$ cat src/rtl/pll_seq_pkg.sv
// Shared types and helpers for the PLL reset sequencer: state encoding,
// registered output bundle and counter sizing.
package pll_seq_pkg;

    localparam int unsigned RETRY_W = 8;

    typedef enum logic [2:0] {
        RESET_PLL = 3'd0,
        WAIT_LOCK = 3'd1,
        STABLE    = 3'd2,
        RUN       = 3'd3,
        FAULT     = 3'd4
    } state_e;

    typedef struct packed {
        logic pll_rst;
        logic core_reset;
        logic ready;
        logic fault;
    } ctrl_t;

    // Counter must hold the largest per-state cycle count.
    function automatic int unsigned cnt_width(input int unsigned a,
                                              input int unsigned b,
                                              input int unsigned c);
        int unsigned m;
        m = a;
        if (b > m) m = b;
        if (c > m) m = c;
        return $unsigned($clog2(m)) + 32'd1;
    endfunction

    // Moore output decode for a given state.
    function automatic ctrl_t decode(input state_e s);
        ctrl_t o;
        o.pll_rst    = (s == RESET_PLL);
        o.core_reset = (s != RUN);
        o.ready      = (s == RUN);
        o.fault      = (s == FAULT);
        return o;
    endfunction

endpackage

$ cat src/rtl/pll_reset_sequencer_if.sv
// PLL / core control bundle between the reset sequencer and the chip top.
interface pll_reset_sequencer_if;
    import pll_seq_pkg::*;

    logic               pll_lock;
    logic               relock_req;
    logic               pll_rst;
    logic               core_reset;
    logic               ready;
    logic               fault;
    logic [RETRY_W-1:0] retry_count;

    modport master (
        input  pll_lock, relock_req,
        output pll_rst, core_reset, ready, fault, retry_count
    );

    modport slave (
        output pll_lock, relock_req,
        input  pll_rst, core_reset, ready, fault, retry_count
    );

endinterface

$ cat src/rtl/sync_2ff.sv
// Two-flop synchroniser for a single asynchronous level, resets to 0.
module sync_2ff (
    input  logic clk,
    input  logic rst_n,
    input  logic d,
    output logic q
);

    logic meta;

    always_ff @(posedge clk or negedge rst_n) begin
        if (!rst_n) begin
            meta <= 1'b0;
            q    <= 1'b0;
        end else begin
            meta <= d;
            q    <= meta;
        end
    end

endmodule

$ cat src/rtl/pll_reset_sequencer.sv
// Pulses the PLL reset, waits for a stable lock, then releases the core;
// retries on lock timeout and parks in FAULT once retries are exhausted.
module pll_reset_sequencer
    import pll_seq_pkg::*;
#(
    parameter int unsigned RST_PULSE_CYCLES    = 16,
    parameter int unsigned LOCK_STABLE_CYCLES  = 1024,
    parameter int unsigned LOCK_TIMEOUT_CYCLES = 65536,
    parameter int unsigned MAX_RETRIES         = 3
) (
    input  logic                         sys_clock,
    input  logic                         reset_n,
    pll_reset_sequencer_if.master        bus
);

    localparam int unsigned CNT_W =
        cnt_width(RST_PULSE_CYCLES, LOCK_STABLE_CYCLES, LOCK_TIMEOUT_CYCLES);

    localparam logic [CNT_W-1:0]   PULSE_LAST   = CNT_W'(RST_PULSE_CYCLES - 1);
    localparam logic [CNT_W-1:0]   STABLE_LAST  = CNT_W'(LOCK_STABLE_CYCLES - 1);
    localparam logic [CNT_W-1:0]   TIMEOUT_LAST = CNT_W'(LOCK_TIMEOUT_CYCLES - 1);
    localparam logic [CNT_W-1:0]   CNT_MAX      = '1;
    localparam logic [RETRY_W-1:0] RETRY_MAX    = RETRY_W'(MAX_RETRIES);

    state_e             state_q, state_d;
    logic [CNT_W-1:0]   cnt_q, cnt_d;
    logic [RETRY_W-1:0] retry_q, retry_d;
    ctrl_t              out_q, out_d;
    logic               lock_s;

    sync_2ff u_lock_sync (
        .clk   (sys_clock),
        .rst_n (reset_n),
        .d     (bus.pll_lock),
        .q     (lock_s)
    );

    always_ff @(posedge sys_clock or negedge reset_n) begin
        if (!reset_n) begin
            state_q <= RESET_PLL;
            cnt_q   <= '0;
            retry_q <= '0;
            out_q   <= decode(RESET_PLL);
        end else begin
            state_q <= state_d;
            cnt_q   <= cnt_d;
            retry_q <= retry_d;
            out_q   <= out_d;
        end
    end

    // Outputs are decoded from the next state so the registers track the state.
    always_comb begin
        state_d = state_q;
        retry_d = retry_q;

        unique case (state_q)
            RESET_PLL: begin
                if (cnt_q == PULSE_LAST) state_d = WAIT_LOCK;
            end
            WAIT_LOCK: begin
                if (lock_s) begin
                    state_d = STABLE;
                end else if (cnt_q == TIMEOUT_LAST) begin
                    if (retry_q == RETRY_MAX) begin
                        state_d = FAULT;
                    end else begin
                        retry_d = retry_q + 1'b1;
                        state_d = RESET_PLL;
                    end
                end
            end
            STABLE: begin
                if (!lock_s) begin
                    state_d = WAIT_LOCK;
                end else if (cnt_q == STABLE_LAST) begin
                    retry_d = '0;
                    state_d = RUN;
                end
            end
            RUN: begin
                if (!lock_s || bus.relock_req) state_d = RESET_PLL;
            end
            FAULT: begin
                if (bus.relock_req) begin
                    retry_d = '0;
                    state_d = RESET_PLL;
                end
            end
            default: state_d = RESET_PLL;
        endcase

        // Shared dwell counter: restarts on any transition, saturates otherwise.
        if (state_d != state_q) begin
            cnt_d = '0;
        end else if (cnt_q == CNT_MAX) begin
            cnt_d = cnt_q;
        end else begin
            cnt_d = cnt_q + 1'b1;
        end

        out_d = decode(state_d);
    end

    assign bus.pll_rst     = out_q.pll_rst;
    assign bus.core_reset  = out_q.core_reset;
    assign bus.ready       = out_q.ready;
    assign bus.fault       = out_q.fault;
    assign bus.retry_count = retry_q;

endmodule
$ cat src/flat_wrapper.sv
// flat-port wrapper written by rule: the top's interface ports become plain ports
module pll_reset_sequencer_flat import pll_seq_pkg::*;
#(
    parameter int unsigned RST_PULSE_CYCLES    = 16,
    parameter int unsigned LOCK_STABLE_CYCLES  = 1024,
    parameter int unsigned LOCK_TIMEOUT_CYCLES = 65536,
    parameter int unsigned MAX_RETRIES         = 3
)
  (sys_clock, reset_n, bus_pll_lock, bus_relock_req, bus_pll_rst, bus_core_reset, bus_ready, bus_fault, bus_retry_count);
  pll_reset_sequencer_if bus_i ();
  input  logic sys_clock;
  input  logic reset_n;
  input wire logic [$bits(bus_i.pll_lock)-1:0] bus_pll_lock;
  input wire logic [$bits(bus_i.relock_req)-1:0] bus_relock_req;
  output wire logic [$bits(bus_i.pll_rst)-1:0] bus_pll_rst;
  output wire logic [$bits(bus_i.core_reset)-1:0] bus_core_reset;
  output wire logic [$bits(bus_i.ready)-1:0] bus_ready;
  output wire logic [$bits(bus_i.fault)-1:0] bus_fault;
  output wire logic [$bits(bus_i.retry_count)-1:0] bus_retry_count;
  assign bus_i.pll_lock = bus_pll_lock;
  assign bus_i.relock_req = bus_relock_req;
  assign bus_pll_rst = bus_i.pll_rst;
  assign bus_core_reset = bus_i.core_reset;
  assign bus_ready = bus_i.ready;
  assign bus_fault = bus_i.fault;
  assign bus_retry_count = bus_i.retry_count;
  pll_reset_sequencer #(.RST_PULSE_CYCLES(RST_PULSE_CYCLES), .LOCK_STABLE_CYCLES(LOCK_STABLE_CYCLES), .LOCK_TIMEOUT_CYCLES(LOCK_TIMEOUT_CYCLES), .MAX_RETRIES(MAX_RETRIES)) u_core (.sys_clock(sys_clock), .reset_n(reset_n), .bus(bus_i));
endmodule
$ cat config.mk
export PLATFORM = sky130hd
export DESIGN_NAME = pll_reset_sequencer_flat
export DESIGN_NICKNAME = d
export VERILOG_FILES = /design/src/rtl/pll_seq_pkg.sv /design/src/rtl/pll_reset_sequencer_if.sv /design/src/rtl/sync_2ff.sv /design/src/rtl/pll_reset_sequencer.sv /design/src/flat_wrapper.sv
export SDC_FILE = /design/constraint.sdc
export NUM_CORES = 1
export LEC_CHECK = 0
export CORE_MARGIN = 2
export CORE_UTILIZATION = 30
export DETAILED_ROUTE_END_ITERATION = 16
export GPL_TIMING_DRIVEN = 0
export HOLD_SLACK_MARGIN = 0.1
export PLACE_DENSITY = 0.57
export SYNTH_ARGS = -nofsm -noshare
export SYNTH_HDL_FRONTEND = slang
export SYNTH_SLANG_ARGS = --single-unit
export TNS_END_PERCENT = 20
$ cat constraint.sdc
create_clock -name sys_clock -period 2.87 [get_ports sys_clock]
set_input_delay 0.574 -clock sys_clock [delete_from_list [all_inputs] [get_ports sys_clock]]
set_output_delay 0.574 -clock sys_clock [all_outputs]
set_load 0.02 [all_outputs]
# Yosys cells after proc, flatten, opt, wreduce, memory -nomap -nowiden
# Index checks and enable logic that the tools add are counted.
# W data, S select, Z words.
# op_classes
multipliers,0
n_shift,0
n_lt_le_gt_ge,0
add_sub_neg,2
n_div,0
bitwise_logic,0
mux,18
reduce_logical,6
n_eq_ne,20
# ops
cell,count
$mux W8,6
$mux W17,2
$mux W3,8
$pmux W8 S3,1
$add A17 B1 Y17 const B,1
$eq A17 B10 Y1 const B,1
$eq A17 B16 Y1 const B,1
$eq A17 B17 Y1 const B,1
$eq A17 B4 Y1 const B,1
$pmux W3 S5,1
$eq A3 B2 Y1 const B,3
$add A8 B1 Y8 const B,1
$eq A8 B2 Y1 const B,1
$ne A2 B2 Y1 const B,4
$reduce_and A7 Y1,1
$eq A3 B3 Y1 const B,2
$logic_not A3 Y1,2
$ne A2 B1 Y1 const B,3
$eq A3 B1 Y1 const B,1
$ne A3 B2 Y1 const B,1
$ne A3 B3 Y1,1
$reduce_bool A3 Y1,1
$logic_not A1 Y1,1
$logic_or A1 B1 Y1,1
# totals
romBits,0
register_bits,34
memories,0
input_bits,4
latch_bits,0
output_inout_bits,12
ram_bits,0

# Longest topological paths before layout
# Gate-level depths: netlist of the first run.
# logic_depth
word_depth,7
ltp_mapped,12

# By module
# From an unflattened synthesis of the first run, not the netlist that was laid out.
# hier_totals
cells_unflattened,188
hier_area_um2,1811.7
# modules_own_cells
mod,area_per_inst_um2,n_inst,cells_each
pll_reset_sequencer,1761.7,1,186
sync_2ff,50.0,1,2

# Worst setup path before layout of the first run
# OpenSTA, ideal clock, no wires.
# synth_path
path_kind,register -> register
start,reg u_core.cnt_q[3]
end,reg u_core.cnt_q[13]
slack_ns,0.449
setup_time_ns,0.119
period_less_slack_ns,2.421
t_arrival_ns,2.303
required_ns,2.751
stages_incl_launch_ff,13
path_cell_list,dfrtp_1 and4_4 and4_1 clkbuf_1 nand3_1 nor2_1 ha_1 clkbuf_1 and4b_1 clkbuf_1 nor3b_1 xnor2_1 nor2_1
# synth_between
elab_chain_len,6
# synth_lines
item,line,text
"start, declared",pll_reset_sequencer.sv:26,"logic [CNT_W-1:0] cnt_q, cnt_d;"
"start signal, assigned",pll_reset_sequencer.sv:46,cnt_q <= cnt_d;
$eq A17 B10 Y1 or $eq A17 B16 Y1 (tied branches),"pll_reset_sequencer.sv:76, pll_reset_sequencer.sv:64",
$mux W3 (on tied branches),"pll_reset_sequencer.sv:76, pll_reset_sequencer.sv:64",
$mux W3 (on tied branches),"pll_reset_sequencer.sv:74, pll_reset_sequencer.sv:62",
$pmux W3 S5,pll_reset_sequencer.sv:57,unique case (state_q)
$ne A3 B3 Y1,pll_reset_sequencer.sv:94,if (state_d != state_q) begin
$ne A2 B1 Y1 (no source line) or $mux W17 (tied branches),-,
# Several ways; a longest one is shown, not always the timed one. The select of a mux whose other input is x is not followed.
# A chain may end at the register's enable or synchronous reset.

# Final worst setup path of the first run
# layout_path
start,reg u_core.cnt_q[4]
end,reg u_core.cnt_q[13]
# Same word-level chain as after synthesis.

==> impl_metrics.prom, run 1 <==
# TYPE chip_impl_metric gauge
chip_impl_metric{name="fillerInstances",unit=""} 604
chip_impl_metric{name="yosysSeqAreaShare",unit=""} 0.4783
chip_impl_metric{name="post_dp_cell_area",unit="mm^2"} 0.002023
chip_impl_metric{name="required",unit="ns"} 3.05
chip_impl_metric{name="setup_tns",unit="ns"} 0
chip_impl_metric{name="layout.cell_area.non_filler",unit="mm^2"} 0.002136
chip_impl_metric{name="cts_hold_buf",unit=""} 0
chip_impl_info{name="startpoint_type",value="flip-flop"} 1
chip_impl_info{name="outcome",value="finished, final reports clean"} 1
chip_impl_metric{name="layout.area.seq",unit="um^2"} 854.6
chip_impl_metric{name="maximum_number_of_pins_on_one_net_before_global_route_repair",unit=""} 35
chip_impl_metric{name="drive_gt1_frac",unit=""} 0.1208
chip_impl_metric{name="h-tree-depth",unit=""} 2
chip_impl_metric{name="firstDrtPassIters",unit=""} 6
chip_impl_metric{name="skew",unit="ns"} 0.007260
chip_impl_metric{name="synth_cells",unit=""} 185
chip_impl_metric{name="area.growth.synth_to_final",unit="%"} 19.71
chip_impl_metric{name="setup_violations",unit=""} 0
chip_impl_metric{name="period_utilization",unit=""} 0.9126
chip_impl_metric{name="placeableCoreArea",unit="mm^2"} 0.005851
chip_impl_info{name="layout.cells.most_common_list",value="dfrtp_1, nor2_1, clkdlybuf4s50_1, xor2_1, nand3_1"} 1
chip_impl_metric{name="slowest_delay",unit="ns"} 0.42
chip_impl_metric{name="vdd_ir_drop_max",unit="mV"} 0.4069
chip_impl_metric{name="port_buffers",unit=""} 15
chip_impl_metric{name="hpwl",unit="um"} 2416
chip_impl_metric{name="switching_share",unit=""} 0.3779
chip_impl_info{name="critical_path.endpoint_type",value="flip-flop"} 1
chip_impl_metric{name="insertedDiodeCount",unit=""} 0
chip_impl_info{name="worstHoldPathType",value="input pin to asynchronous set/reset pin"} 1
chip_impl_info{name="critPathKind",value="flip-flop to flip-flop"} 1
chip_impl_metric{name="number_of_rows_in_the_core_area",unit=""} 28
chip_impl_metric{name="dr_vias",unit=""} 1366
chip_impl_metric{name="rrSetupSlack",unit="ns"} 0.25
chip_impl_metric{name="via_per_inst",unit=""} 4.844
chip_impl_metric{name="syn-mean-instance-area",unit="um^2"} 9.644
chip_impl_metric{name="routed_wire_length_per_instance",unit="um"} 12.41
chip_impl_metric{name="power_density",unit="mW/mm^2"} 914.4
chip_impl_info{name="synth_flop_cell",value="dfrtp_1"} 1
chip_impl_metric{name="cell_internal_pwr",unit="uW"} 1215
chip_impl_metric{name="io-pin-count",unit=""} 16
chip_impl_metric{name="cts.repair.resized",unit=""} 0
chip_impl_metric{name="multi_input_gate_area_in_the_final_layout",unit="um^2"} 848.3
chip_impl_info{name="grt_setup_unrepaired",value="no"} 1
chip_impl_metric{name="sinks_on_clock_net",unit=""} 34
chip_impl_metric{name="clk-insertion-delay-late",unit="ns"} 0.29
chip_impl_metric{name="initial_utilization",unit=""} 0.3050
chip_impl_metric{name="worst_slew_margin_rel",unit=""} 0.4830
chip_impl_metric{name="wl",unit="um"} 3501
chip_impl_metric{name="die_w",unit="um"} 81.12
chip_impl_info{name="timing.critical_path.cells",value="and4_4 -> and4_1 -> clkbuf_1 -> nand3_1 -> nor2_1 -> ha_2 -> and4b_1 -> clkbuf_1 -> nor3b_1 -> xnor2_1 -> nor2_1"} 1
chip_impl_info{name="cts_tree",value="built"} 1
chip_impl_metric{name="post_cts.repair.setup_buffers",unit=""} 0
chip_impl_metric{name="max-cap-violations",unit=""} 0
chip_impl_metric{name="grt_pass1_wl",unit="um"} 5871
chip_impl_metric{name="drt_iter0_markers",unit=""} 68
chip_impl_metric{name="timing.hold.ws",unit="ns"} 0.3510
chip_impl_metric{name="p_clk_frac",unit=""} 0.223
chip_impl_metric{name="combined_global_route_utilization_of_all_metal_layers",unit=""} 0.1168
chip_impl_metric{name="synth_area",unit="mm^2"} 0.001784
chip_impl_metric{name="drt_drc_violations_left",unit=""} 0
chip_impl_metric{name="hold_viol",unit=""} 0
chip_impl_metric{name="cts-root-to-sink-buffers",unit=""} 2
chip_impl_metric{name="final_nets",unit=""} 214
chip_impl_metric{name="die_height",unit="um"} 81.12
chip_impl_metric{name="die-area",unit="mm^2"} 0.006580
chip_impl_metric{name="fin_crit",unit="ns"} 2.619
chip_impl_metric{name="synth.distinct_cells",unit=""} 38
chip_impl_metric{name="synth.ff_latch_count",unit=""} 34
chip_impl_info{name="clock_tree.root_cell",value="clkbuf_8"} 1
chip_impl_metric{name="drtAntennaViolNets",unit=""} 0
chip_impl_metric{name="tightest_slew",unit="ns"} 0.7754
chip_impl_metric{name="grt.overflow.total",unit=""} 0
chip_impl_metric{name="ys_warn_count",unit=""} 0
chip_impl_metric{name="fmax",unit="GHz"} 0.3818
chip_impl_info{name="critical_path.slowest_cell",value="dfrtp_1"} 1
chip_impl_metric{name="power.switching",unit="uW"} 738.1
chip_impl_info{name="most_common_cell_after_layout_fill_and_taps_aside",value="dfrtp_1"} 1
chip_impl_metric{name="power.sequential.fraction",unit=""} 0.380
chip_impl_metric{name="syn_nets",unit=""} 193
chip_impl_metric{name="gp_congestion",unit=""} 0.7066
chip_impl_metric{name="asyncSetResetFlopFracSynth",unit=""} 1.000
chip_impl_metric{name="first_global_vias",unit=""} 1320
chip_impl_metric{name="comb_power_share",unit=""} 0.397
chip_impl_metric{name="timing_max_transition_violations_final",unit=""} 0
chip_impl_metric{name="leakagePower",unit="uW"} 0.0009573
chip_impl_metric{name="worst-endpoint-arrival",unit="ns"} 2.80
chip_impl_metric{name="grt_antenna_before_repair",unit=""} 0
chip_impl_metric{name="critPathMaxFanout",unit=""} 7
chip_impl_metric{name="cts_inserted_buffers",unit=""} 5
chip_impl_metric{name="worst_setup_hold_path_clk_slew",unit="ns"} 0.07
chip_impl_metric{name="number_of_synthesized_flops_with_an_enable_pin",unit=""} 0
synth_stat cells, types with 3 or more instances:
library cell	number	area [um^2]
dfrtp_1	32	800.8
nor2_1	26	97.59
xor2_1	13	113.9
nand3_1	12	60.06
nand2_1	11	41.29
a21oi_1	8	40.04
inv_1	8	30.03
a31oi_1	7	43.79
nand2b_1	5	31.28
nand4_1	5	31.28
nor4_1	5	31.28
ha_1	4	50.05
mux2i_1	4	40.04
nor3_1	4	20.02
and3_1	3	18.77
buf_6	3	33.78
clkbuf_1	3	11.26
xnor2_1	3	26.28
cells by family (layout without fill, tap and decap cells):
kind of cell	after synthesis	in the layout	share of synthesized area
compound gates	26	26	0.09397
xor+xnor	16	16	0.07854
fa+ha+maj	4	4	0.02805
buf+inv	17	39	0.04979
flops	34	34	0.4783
mux	4	4	0.02244
simple gates	84	84	0.2489
registers in the layout, summed over array words and instances, names as in the netlist:
signal,count
u_core.bus.core_reset,1
u_core.bus.fault,1
u_core.bus.pll_rst,1
u_core.bus.ready,1
u_core.bus.retry_count,8
u_core.cnt_q,17
u_core.state_q,3
u_core.u_lock_sync.meta,1
u_core.u_lock_sync.q,1
final timing paths:
kind	startpoint	to	cells after the start
max	u_core.cnt_q[4]	u_core.cnt_q[13]	11
min	reset_n	u_core.bus.retry_count[4]	1
max reg2reg	u_core.cnt_q[4]	u_core.cnt_q[13]	11
min reg2reg	u_core.u_lock_sync.meta	u_core.u_lock_sync.q	0
max in group asynchronous	reset_n	u_core.cnt_q[3]	1
min in group sys_clock	u_core.u_lock_sync.meta	u_core.u_lock_sync.q	0
power groups by stage:
stage	sequential, uW	clock [uW]	combinational [uW]
after global routing	766	475	866
after detailed placement	747	0	778
after CTS	739	453	780
after global placement	747	0	770
final	742	436	775
after floorplan	793	0	470
area by class of cell:
| type | instances | area share |
|---|---|---|
| plain buffers | 8 | 0.02578 |
| clock buffers | 5 | 0.03222 |
| clock inverters | 3 | 0.01875 |
| inverters | 8 | 0.01406 |
| multi-input cells | 134 | 0.3972 |
| flip-flops and latches | 34 | 0.4001 |
| well taps | 75 | 0.04394 |
| repair buffers | 15 | 0.06796 |
critical path: cells and delay by family, from the launching register on:
family | cells | cell delay, ns
XOR/XNOR | 1 | 0.15
adder cells (fa/ha/maj) | 1 | 0.29
buffers and inverters | 2 | 0.42
flip-flops | 1 | 0.42
AND/OR/NAND/NOR | 7 | 1.22
metrics by stage:
step	instances	util	setup slack, ns	total power [uW]
finish	282	0.3651	0.2508	1953
global route	282	0.3651	0.02118	2107
CTS	283	0.3644	0.05521	1972
detailed placement	275	0.3458	0.08045	1525
global placement	275	0.3467	0.1225	1517
floorplan	185	-	0.4485	1262
per-layer routing:
metal	up-vias	routed length, um	global-route usage
li1	691	-	-
met1	640	1743	0.1469
met2	28	1513	0.1835
met3	7	160	0.03111
met4	0	84	0.06102
met5	-	0	0
Note: power is estimated with default switching activity, not from simulation.
==> inputs of run 2 (changes only) <==
CORE_UTILIZATION = 51   (was 30)
PLACE_DENSITY = 0.82   (was 0.57)
TNS_END_PERCENT = 50   (was 20)
==> run 2 against run 1 <==
Net effect: critical path depth stayed put; register-to-register slack gained 0.07 ns; routed wire length shrank 5.1%; first-iteration DRC count increased by 43%; sequential cell count stayed put; sequential power decreased by 0.9%; cell area shrank 3.0%; core utilization up 26 points; final cell count decreased by 11%; count of clock-buffer cells in the layout up 2; highest routed layer unchanged; largest cell class unchanged.
==> impl_metrics.prom, run 2 (synthesis results as in run 1) <==
# TYPE chip_impl_metric gauge
chip_impl_metric{name="critPathMaxFanout",unit=""} 10
chip_impl_metric{name="timing_max_transition_violations_final",unit=""} 0
chip_impl_metric{name="post_cts.repair.setup_buffers",unit=""} 0
chip_impl_metric{name="final_nets",unit=""} 213
chip_impl_metric{name="setup_violations",unit=""} 0
chip_impl_info{name="max_flop_register",value="u_core.cnt_q"} 1
chip_impl_metric{name="switching_share",unit=""} 0.3792
chip_impl_info{name="outcome",value="finished, final reports clean"} 1
chip_impl_metric{name="vdd_ir_drop_max",unit="mV"} 0.5007
chip_impl_metric{name="area.growth.synth_to_final",unit="%"} 16.06
chip_impl_metric{name="clk-insertion-delay-late",unit="ns"} 0.35
chip_impl_metric{name="drtAntennaViolNets",unit=""} 0
chip_impl_metric{name="setup_tns",unit="ns"} 0
chip_impl_info{name="layout.cells.most_common_list",value="dfrtp_1, nor2_1, clkdlybuf4s50_1, xor2_1, nand3_1"} 1
chip_impl_metric{name="fin_crit",unit="ns"} 2.545
chip_impl_metric{name="timing.hold.ws",unit="ns"} 0.2675
chip_impl_metric{name="initial_utilization",unit=""} 0.5347
chip_impl_info{name="grt_setup_unrepaired",value="no"} 1
chip_impl_metric{name="sinks_on_clock_net",unit=""} 34
chip_impl_metric{name="finalWorstSetupSlack",unit="ns"} 0.3247
chip_impl_metric{name="hold_viol",unit=""} 0
chip_impl_metric{name="port_buffers",unit=""} 15
chip_impl_info{name="critical_path.endpoint_type",value="flip-flop"} 1
chip_impl_metric{name="drt_iter0_markers",unit=""} 97
chip_impl_info{name="critical_path.slowest_cell",value="dfrtp_1"} 1
chip_impl_metric{name="cell_internal_pwr",unit="uW"} 1165
chip_impl_metric{name="max-cap-violations",unit=""} 0
chip_impl_info{name="rr_endpoint",value="u_core.cnt_q[14]"} 1
chip_impl_metric{name="worst_setup_hold_path_clk_slew",unit="ns"} 0.11
chip_impl_info{name="most_common_cell_after_layout_fill_and_taps_aside",value="dfrtp_1"} 1
chip_impl_metric{name="required",unit="ns"} 3.11
chip_impl_info{name="timing.critical_path.cells",value="and4_4 -> and4_1 -> nand3_1 -> nor2_1 -> ha_2 -> nor3_1 -> a31oi_1 -> o32a_2 -> buf_6 -> buf_6 -> nor2_1"} 1
chip_impl_info{name="startpoint_type",value="flip-flop"} 1
chip_impl_metric{name="die-area",unit="mm^2"} 0.003987
chip_impl_info{name="clock_tree.root_cell",value="clkbuf_4"} 1
chip_impl_info{name="cts_tree",value="built"} 1
chip_impl_metric{name="drt_drc_violations_left",unit=""} 0
chip_impl_metric{name="worst_r2r_path_depth",unit=""} 11
chip_impl_metric{name="place_worst_setup_slack",unit="ns"} 0.1566
chip_impl_metric{name="via_per_inst",unit=""} 5.440
chip_impl_metric{name="maximum_number_of_pins_on_one_net_before_global_route_repair",unit=""} 35
chip_impl_info{name="worstHoldPathType",value="input pin to asynchronous set/reset pin"} 1
chip_impl_metric{name="grt_pass1_wl",unit="um"} 5865
chip_impl_metric{name="drive_gt1_frac",unit=""} 0.1117
chip_impl_metric{name="gp_congestion",unit=""} 0.8205
chip_impl_metric{name="period_utilization",unit=""} 0.8869
chip_impl_metric{name="worst_slew_margin_rel",unit=""} 0.5125
chip_impl_metric{name="number_of_rows_in_the_core_area",unit=""} 21
chip_impl_metric{name="die_height",unit="um"} 63.15
chip_impl_metric{name="routed_wire_length_per_instance",unit="um"} 13.18
chip_impl_metric{name="cts-root-to-sink-buffers",unit=""} 2
chip_impl_metric{name="wl",unit="um"} 3321
chip_impl_metric{name="comb_power_share",unit=""} 0.412
chip_impl_metric{name="power.sequential.fraction",unit=""} 0.392
chip_impl_info{name="path_delay_family",value="simple AND/OR/NAND/NOR gates"} 1
chip_impl_info{name="reg2reg_from",value="u_core.cnt_q[3]"} 1
chip_impl_metric{name="cts_inserted_buffers",unit=""} 5
chip_impl_metric{name="h-tree-depth",unit=""} 2
chip_impl_metric{name="rrSetupSlack",unit="ns"} 0.32
chip_impl_metric{name="placeableCoreArea",unit="mm^2"} 0.003337
chip_impl_metric{name="insertedDiodeCount",unit=""} 0
chip_impl_metric{name="first_global_vias",unit=""} 1301
chip_impl_metric{name="combined_global_route_utilization_of_all_metal_layers",unit=""} 0.1913
chip_impl_metric{name="p_clk_frac",unit=""} 0.197
chip_impl_metric{name="fmax",unit="GHz"} 0.3929
chip_impl_metric{name="firstDrtPassIters",unit=""} 4
chip_impl_metric{name="grt_antenna_before_repair",unit=""} 0
chip_impl_metric{name="fillerInstances",unit=""} 293
chip_impl_metric{name="instances_no_fill",unit=""} 252
chip_impl_metric{name="power.switching",unit="uW"} 712.0
chip_impl_metric{name="slowest_delay",unit="ns"} 0.45
chip_impl_metric{name="power_density",unit="mW/mm^2"} 906.6
chip_impl_info{name="critPathKind",value="flip-flop to flip-flop"} 1
chip_impl_metric{name="io-pin-count",unit=""} 16
chip_impl_metric{name="worst-endpoint-arrival",unit="ns"} 2.78
chip_impl_metric{name="die_w",unit="um"} 63.15
chip_impl_metric{name="fin_util",unit=""} 0.6205
chip_impl_metric{name="tightest_slew",unit="ns"} 0.7312
chip_impl_metric{name="critPathBufInv",unit=""} 2
chip_impl_metric{name="cts_hold_buf",unit=""} 0
chip_impl_metric{name="leakagePower",unit="uW"} 0.0009471
chip_impl_metric{name="grt.overflow.total",unit=""} 0
chip_impl_metric{name="largest_register_ffs",unit=""} 17
chip_impl_metric{name="hpwl",unit="um"} 2262
chip_impl_metric{name="dr_vias",unit=""} 1371
chip_impl_metric{name="skew",unit="ns"} 0.01668
chip_impl_metric{name="place_inst",unit=""} 246
## run 2: cell count changes in the layout (fill, tap and decap cells not counted)
| cell | previous run | this run |
|---|---|---|
| clkbuf_4 | 0 | 5 |
| clkbuf_8 | 5 | 1 |
| clkinv_2 | 2 | 0 |
| dfrtp_1 | 31 | 32 |
| dfrtp_2 | 1 | 0 |
## run 2: worst max path at each step
stage                    startpoint                  to  slack, ns  depth (start not counted)
global route        u_core.cnt_q[3]  u_core.bus.pll_rst       0.10                         10
detailed placement  u_core.cnt_q[3]    u_core.cnt_q[13]       0.16                         12
finish              u_core.cnt_q[3]    u_core.cnt_q[14]       0.32                         11
global placement    u_core.cnt_q[3]    u_core.cnt_q[13]       0.20                         12
floorplan           u_core.cnt_q[3]    u_core.cnt_q[13]       0.45                         12
CTS                 u_core.cnt_q[3]    u_core.cnt_q[13]       0.12                         12
## run 2: final cells by class
type	count	area, um^2	share of cell area
Sequential cell	34	853.3	0.4121
Multi-Input combinational cell	134	848.3	0.4097
Timing Repair Buffer	15	145.1	0.07009
Tap cell	46	57.56	0.02779
Clock buffer	7	55.05	0.02659
Buffer	7	51.30	0.02477
Clock inverter	1	30.03	0.01450
Inverter	8	30.03	0.01450
## run 2: stage by stage
stage          cell area (um^2)  power (uW)
2_1_floorplan              1784        1262
3_3_place_gp               1992        1499
3_5_place_dp               1987        1521
4_1_cts                    2072        1897
5_1_grt                    2071        2035
6_report                   2071        1877
## run 2: per-layer routing
layer,up-vias,share of wire,global-route usage
li1,701,-,-
met1,632,0.48,0.2433
met2,30,0.46,0.2886
met3,8,0.039,0.05893
met4,0,0.021,0.1083
met5,-,0,0
## run 2: power by group through the flow
stage	clock network [uW]	registers, uW	logic [uW]
after floorplan	0	793	470
after global placement	0	742	758
after detailed placement	0	745	776
after CTS	382	736	779
after global routing	416	758	861
final	370	735	773
## run 2: what timing repair did
action / CTS / global route
resized for setup: 0 / 2
setup endpoints to repair: 0 / 13
hold endpoints to repair: 0 / 0
## run 2: worst reg2reg max path: stages, from the launching register on
cell and delay [ns]:
dfrtp_1 0.45, and4_4 0.28, and4_1 0.32, nand3_1 0.10, nor2_1 0.17, ha_2 0.27, nor3_1 0.07, a31oi_1 0.25
o32a_2 0.22, buf_6 0.12, buf_6 0.14, nor2_1 0.06
